==> src/rtl/timer_peripheral_pkg.sv <==
// Shared definitions for the memory-mapped timer: register offsets, TCON bit positions, default base.
// No logic of its own; constants and types only.
// Not applicable: holds no datapath.
package timer_peripheral_pkg;

    localparam logic [31:0] TIMER_BASE_DEFAULT = 32'h4000_0000;

    // Byte offsets of the word registers inside the window
    localparam logic [31:0] OFF_TH      = 32'h0000_0000;
    localparam logic [31:0] OFF_TL      = 32'h0000_0004;
    localparam logic [31:0] OFF_TCON    = 32'h0000_0008;
    localparam logic [31:0] OFF_SYSTICK = 32'h0000_000C;

    // TCON bit positions
    localparam int TCON_EN = 0;
    localparam int TCON_IE = 1;
    localparam int TCON_IS = 2;

    typedef enum logic [2:0] {
        REG_NONE,
        REG_TH,
        REG_TL,
        REG_TCON,
        REG_SYSTICK
    } reg_sel_t;

endpackage

==> src/rtl/timer_peripheral.sv <==
// Reloading 32-bit timer with level interrupt plus free-running SYSTICK, on a simple CPU bus.
// Reads are combinational (0 cycles); writes land on the next rising edge.
// No backpressure: every access completes in its own cycle.
module timer_peripheral
    import timer_peripheral_pkg::*;
#(
    parameter logic [31:0] TIMER_BASE = TIMER_BASE_DEFAULT
) (
    input  logic        clk,
    input  logic        reset,
    input  logic [31:0] addr,
    input  logic        rd,
    input  logic        wr,
    input  logic [31:0] wdata,
    output logic [31:0] rdata,
    output logic        irq
);

    localparam logic [31:0] ADDR_TH      = TIMER_BASE + OFF_TH;
    localparam logic [31:0] ADDR_TL      = TIMER_BASE + OFF_TL;
    localparam logic [31:0] ADDR_TCON    = TIMER_BASE + OFF_TCON;
    localparam logic [31:0] ADDR_SYSTICK = TIMER_BASE + OFF_SYSTICK;

    logic [31:0] th;
    logic [31:0] tl;
    logic [31:0] systick;
    logic        tcon_en;
    logic        tcon_ie;
    logic        tcon_is;

    reg_sel_t    sel;
    logic        wr_th;
    logic        wr_tl;
    logic        wr_tcon;
    logic        ovf;
    logic [31:0] tcon_word;

    // Exact-match address decode; anything else is unmapped
    always_comb begin
        sel = REG_NONE;
        if (addr == ADDR_TH)           sel = REG_TH;
        else if (addr == ADDR_TL)      sel = REG_TL;
        else if (addr == ADDR_TCON)    sel = REG_TCON;
        else if (addr == ADDR_SYSTICK) sel = REG_SYSTICK;
    end

    // Write strobes per register and the overflow condition on this edge
    always_comb begin
        wr_th   = wr && (sel == REG_TH);
        wr_tl   = wr && (sel == REG_TL);
        wr_tcon = wr && (sel == REG_TCON);
        ovf     = tcon_en && (tl == 32'hFFFF_FFFF);
    end

    // Reload register: only software changes it; reload uses the pre-write value
    always_ff @(posedge clk or posedge reset) begin
        if (reset)      th <= '0;
        else if (wr_th) th <= wdata;
    end

    // Count register: software write beats reload, reload beats increment
    always_ff @(posedge clk or posedge reset) begin
        if (reset)        tl <= '0;
        else if (wr_tl)   tl <= wdata;
        else if (ovf)     tl <= th;
        else if (tcon_en) tl <= tl + 32'd1;
    end

    // Control/status: an overflow with IE set forces IS high even against a clearing write
    always_ff @(posedge clk or posedge reset) begin
        if (reset) begin
            tcon_en <= 1'b0;
            tcon_ie <= 1'b0;
            tcon_is <= 1'b0;
        end else if (wr_tcon) begin
            tcon_en <= wdata[TCON_EN];
            tcon_ie <= wdata[TCON_IE];
            tcon_is <= wdata[TCON_IS] | (ovf & tcon_ie);
        end else if (ovf && tcon_ie) begin
            tcon_is <= 1'b1;
        end
    end

    // Free-running tick counter, read-only from the bus
    always_ff @(posedge clk or posedge reset) begin
        if (reset) systick <= '0;
        else       systick <= systick + 32'd1;
    end

    // Read mux and interrupt level, both purely from current register state
    always_comb begin
        tcon_word = {29'd0, tcon_is, tcon_ie, tcon_en};
        rdata     = '0;
        if (rd) begin
            case (sel)
                REG_TH:      rdata = th;
                REG_TL:      rdata = tl;
                REG_TCON:    rdata = tcon_word;
                REG_SYSTICK: rdata = systick;
                default:     rdata = '0;
            endcase
        end
        irq = tcon_ie & tcon_is;
    end

endmodule

==> config.mk <==
export PLATFORM = sky130hd
export DESIGN_NAME = timer_peripheral
export DESIGN_NICKNAME = d
export VERILOG_FILES = /design/src/rtl/timer_peripheral_pkg.sv /design/src/rtl/timer_peripheral.sv
export SDC_FILE = /design/constraint.sdc
export NUM_CORES = 1
export LEC_CHECK = 0
export BUFFER_PORTS_ARGS = -buffer_cell sky130_fd_sc_hd__buf_2
export CAP_MARGIN = 20
export CORE_MARGIN = 2
export CORE_UTILIZATION = 40
export CTS_CLUSTER_DIAMETER = 150
export DETAILED_ROUTE_END_ITERATION = 10
export GPL_TIMING_DRIVEN = 0
export PLACE_DENSITY = 0.64
export SYNTH_ARGS = -nofsm -noshare
export SYNTH_HDL_FRONTEND = slang
export SYNTH_SLANG_ARGS = --single-unit
==> constraint.sdc <==
create_clock -name clk -period 2.5 [get_ports clk]
set_input_delay 0.125 -clock clk [delete_from_list [all_inputs] [get_ports clk]]
set_output_delay 0.125 -clock clk [all_outputs]
set_load 0.01 [all_outputs]
# Word level (Yosys, flattened, before mapping)

Cells that the tools add are included.

Input bits: 68
Register bits: 99
Logic and storage cells: 38

Add/sub/neg operators: 2
Equality and inequality tests: 9
Bitwise gates (word level): 3
Mux-type cells: 11
Reductions and logical operators: 7

Operators with widths:

| kind                  | count |
|---|---|
| $eq 32x31->1 const B  | 4 |
| $mux 32               | 4 |
| $pmux 32 s4           | 1 |
| $add 32x1->32 const B | 2 |
| $eq 32x32->1 const B  | 1 |
| $mux 3                | 4 |
| $eq 3x2->1 const B    | 2 |
| $logic_and 1x1->1     | 5 |
| $eq 3x1->1 const B    | 1 |
| $eq 3x3->1 const B    | 1 |
| $reduce_bool 3->1     | 1 |
| $and 1x1->1           | 2 |
| $mux 1                | 2 |
| $reduce_bool 2->1     | 1 |
| $or 1x1->1            | 1 |

# Logic depth before layout (Yosys ltp)

Word-level depth: 8
Gate-level depth with buffers: 9
Depth with buffers taken out: 7

# Least setup slack after synthesis

OpenSTA, ideal clock, no wires.

Path type: reg-to-reg
Start point: register tl[7]
End point: register tl[27]
Arrival time: 1.990 ns
Slack: 0.385 ns
Data required time: 2.375 ns
Stages on the path, launching flop included: 9
Setup time: 0.125 ns
Path buffers: 2
Path through: dfrtp_1 clkbuf_1 nand4_1 nor4_1 buf_2 nand2_1 mux2i_1 a31oi_1 mux2_2

Word-level cells in the longest chain between the ends: 4
Elaborated cells on any way between the ends: 7

Ends and longest elaborated chain:

| item                                          | line                                           | source |
|---|---|---|
| from (decl)                                   | timer_peripheral.sv:25                         | `logic [31:0] tl;` |
| from (signal assigned)                        | timer_peripheral.sv:64                         | `else if (wr_tl) tl <= wdata;` |
| from (signal assigned)                        | timer_peripheral.sv:65                         | `else if (ovf) tl <= th;` |
| from (signal assigned)                        | timer_peripheral.sv:66                         | `else if (tcon_en) tl <= tl + 32'd1;` |
| $add 32x1->32 or $eq 32x32->1 (tied branches) | timer_peripheral.sv:66, timer_peripheral.sv:52 |  |
| $mux 32 or $logic_and 1x1->1 (tied branches)  | timer_peripheral.sv:66, timer_peripheral.sv:52 |  |
| $mux 32                                       | timer_peripheral.sv:65                         |  |
| $mux 32                                       | timer_peripheral.sv:64                         |  |

Several ways; a longest one is shown, not always the timed one. The select of a mux whose other input is x is not followed.
A chain may end at the register's enable or synchronous reset.

# Worst setup path after layout

Start point: register tl[24]
End point: register tl[19]

Word-level cells in the longest chain between the ends: 4
Elaborated cells on any way between the ends: 5

Ends and longest elaborated chain:

| item                | line                   | source |
|---|---|---|
| $eq 32x32->1 *      | timer_peripheral.sv:52 | `ovf = tcon_en && (tl == 32'hFFFF_FFFF);` |
| $logic_and 1x1->1 * | timer_peripheral.sv:52 |  |
| $mux 32             | timer_peripheral.sv:65 |  |
| $mux 32             | timer_peripheral.sv:64 |  |

Every way passes the cells marked *; elsewhere a longest branch is shown, timed or not.

==> run_results.csv <==
group,metric,value,unit
status,status,"completed",
die,initial_core_util,40.5,%
hold_path,worstHoldPathCells,2,
synthesis,synth_flop_cell,"dfrtp_1",
layout,nets,836,
synthesis,synthesis.nets,711,
critical_path,required,2.71,ns
critical_path,critPathArrivalTime,2.56,ns
critical_path,worstSetupEndpoint,"tl[19]",
critical_path,end_kind,"register",
die,dieWidth,127,um
placement,pre_cts_slack,-0.328,ns
layout,area_growth,20.8,%
placement,place.gp.congestion,0.925,
hold_path,hold_path_class,"in2reg",
critical_path,critPathMaxFanout,10,
global_routing,antenna_found_initial,0,
layout,most-common-layout-cells,"buf_2, dfrtp_1, nor2_1, nand2_1, a21oi_1",
critical_path,rr_endpoint,"tl[19]",
global_routing,grt_pass1_wl,28800,um
critical_path,crit_start,"tl[24]",
clock_network,h-tree-depth,3,
synthesis,ys_types,51,
drt,initialDrtViolationCount,515,
timing,final_max_slew_viol_count,0,
timing,hold_violations,0,
synthesis,yosysSeqAreaShare,40.7,%
clock_network,clk_latency,0.35,ns
global_routing,grt_max_degree,43,
drt,detail_route.first_pass.iterations,5,
layout,final_cells,959,
clock_network,cts.sinks,99,
pwr,p_leak,3.50,nW
critical_path,rr_worst_depth,7,
timing,finalWorstSetupSlack,0.153,ns
layout,drive_gt1_share,26.2,%
critical_path,r2r_start,"tl[24]",
critical_path,path_class,"reg2reg",
synthesis,synthCells,641,
die,rows,45,
job,drv_cap,0,
drt,wl_per_cell,19.1,um
global_routing,grt_pass1_vias,5288,
timing,setup_violations,0,
clock_network,cts_buffers,9,
clock_network,cts_tree,"done",
timing,fmax,426,MHz
critical_path,path_cells,"and4_1 -> and3_2 -> and4_1 -> buf_2 -> a211oi_1 -> a211oi_1 -> a21oi_1",
critical_path,slowest_stage,"dfrtp_1",
timing,min_period,2.35,ns
placement,port_buffers,100,
clock_network,clk_pin_slew,0.07,ns
synthesis,synth-edff-count,0,
timing,maxSlewHeadroom,47.4,%
pwr,peakVddDrop,0.317,mV
drt,vias,5507,
timing,worstMarginPinSlew,0.789,ns
critical_path,ff2ff_setup_slack,0.15,ns
drt,ant_nets,0,
synthesis,ys_ff_latch,99,
die,core,15000,um2
placement,dp_cells,931,
layout,antennaDiodeCount,0,
synthesis,async_reset_ff_share,100,%
global_routing,gr-total-overflow,0,
critical_path,cp_slowest_stage_delay,0.51,ns
die,ios,101,
timing,skew,0.00677,ns
die,dieArea,16200,um2
clock_network,clk_path_buf_depth,2,
synthesis,yosys_warnings,0,
layout,final_common_cell,"buf_2",
drt,wirelength,18300,um
pwr,cellPowerDensity,433,nW/um2
global_routing,track_usage,22.9,%
die,die_h,127,um
clock_network,root_buffer,"clkbuf_16",
timing,finalCritPeriodShare,93.9,%
synthesis,avgSynthCellArea,9.49,um2
drt,drc,0,
placement,dpl.hpwl,13800,um
synthesis,netlist_area,6080,um2
critical_path,start_kind,"register",
drt,via_per_inst,5.74,
## layout make-up
cell class	count	area [um2]
inverter	11	45.0
multi-input combinational	490	3410
timing repair buffer	117	668
tap	188	235
buffer	38	218
clock buffer	12	246
sequential	99	2480
clock inverter	4	50.0
fill	1413	7680
## cell families after synthesis
logic type	after synthesis	synth area share, %
mux	72	15.2
xor+xnor	42	6.05
simple gates	249	20.5
fa+ha+maj	2	0.411
buf+inv	52	4.38
flops	99	40.7
compound gates	125	12.7
## sequential cells by signal, summed over array words and instances, names as in the netlist
| signal | flops |
|---|---|
| systick | 32 |
| tcon_en | 1 |
| tcon_ie | 1 |
| tcon_is | 1 |
| th | 32 |
| tl | 32 |
## how the worst min path moves through the flow
| stage | from | to | slack (ns) |
|---|---|---|---|
| after floorplan | wdata[24] | tl[24] | 0.24 |
| after global placement | wdata[24] | tl[24] | 0.34 |
| after detailed placement | reset | systick[24] | 0.22 |
| after CTS | wdata[12] | tl[12] | 0.002 |
| after global routing | wdata[12] | tl[12] | 0.002 |
| final | wdata[12] | tl[12] | 0.003 |
## worst max-delay path, delay by kind of cell (launching register included)
kind | cells | cell delay (ns)
flip-flops | 1 | 0.51
AO/OA/AOI/OAI | 3 | 0.41
buffers and inverters | 1 | 0.27
AND/OR/NAND/NOR | 3 | 0.99
## per-layer routing
| metal | share of wire, % | wire length [um] | track usage [%] |
|---|---|---|---|
| met1 | 46 | 8430 | 32.3 |
| met2 | 46 | 8500 | 36.3 |
| met3 | 5.4 | 990 | 3.43 |
| met4 | 2.0 | 362 | 7.63 |
| met5 | 0 | 0 | 0 |
## synth_stat cells, drive strengths merged, types with 5 or more instances
cell / n / share of area (%)
a211oi: 6 / 0.74
a21o: 9 / 1.1
a21oi: 45 / 3.7
a22oi: 15 / 1.9
a31oi: 5 / 0.51
and3: 13 / 1.3
and4: 11 / 1.6
buf: 16 / 2.2
clkbuf: 25 / 1.5
dfrtp: 99 / 41
inv: 11 / 0.68
mux2: 45 / 10
mux2i: 24 / 3.9
nand2: 49 / 3.0
nand3: 31 / 2.6
nand4: 28 / 3.0
nor2: 83 / 5.1
nor3: 14 / 1.2
nor4: 9 / 1.2
o211ai: 5 / 0.62
o21ai: 23 / 1.9
xnor2: 25 / 3.6
xor2: 17 / 2.4
## what timing repair did
item                       in CTS  in global routing
gates resized for setup         8                 11
hold endpoints to repair       31                  0
buffers inserted                0                  9
pin swaps                       0                  4
hold buffers                    6                  0
setup endpoints to repair      23                 35
## report_power, final
group / internal, mW / total, mW / switching [mW] / leakage [nW]
Sequential: 1.60 / 1.60 / 0.0000247 / 1.32
Combinational: 0.0746 / 0.165 / 0.0902 / 2.05
Clock: 0.803 / 1.42 / 0.614 / 0.139
Total: 2.48 / 3.18 / 0.704 / 3.50
## per-stage QoR
stage	area, um2	total power, mW	hold WS, ns	util (%)	TNS (ns)
2_1_floorplan	6090	1.70	0.238	-	0
4_1_cts	7260	3.21	0.00152	48.3	-0.00362
5_1_grt	7350	3.29	0.00190	48.9	-0.00417
3_3_place_gp	6820	1.78	0.345	45.4	-3.36
3_5_place_dp	6860	1.79	0.223	45.6	-3.91
6_report	7350	3.18	0.00342	48.9	0
(Power assumes the default switching activity.)
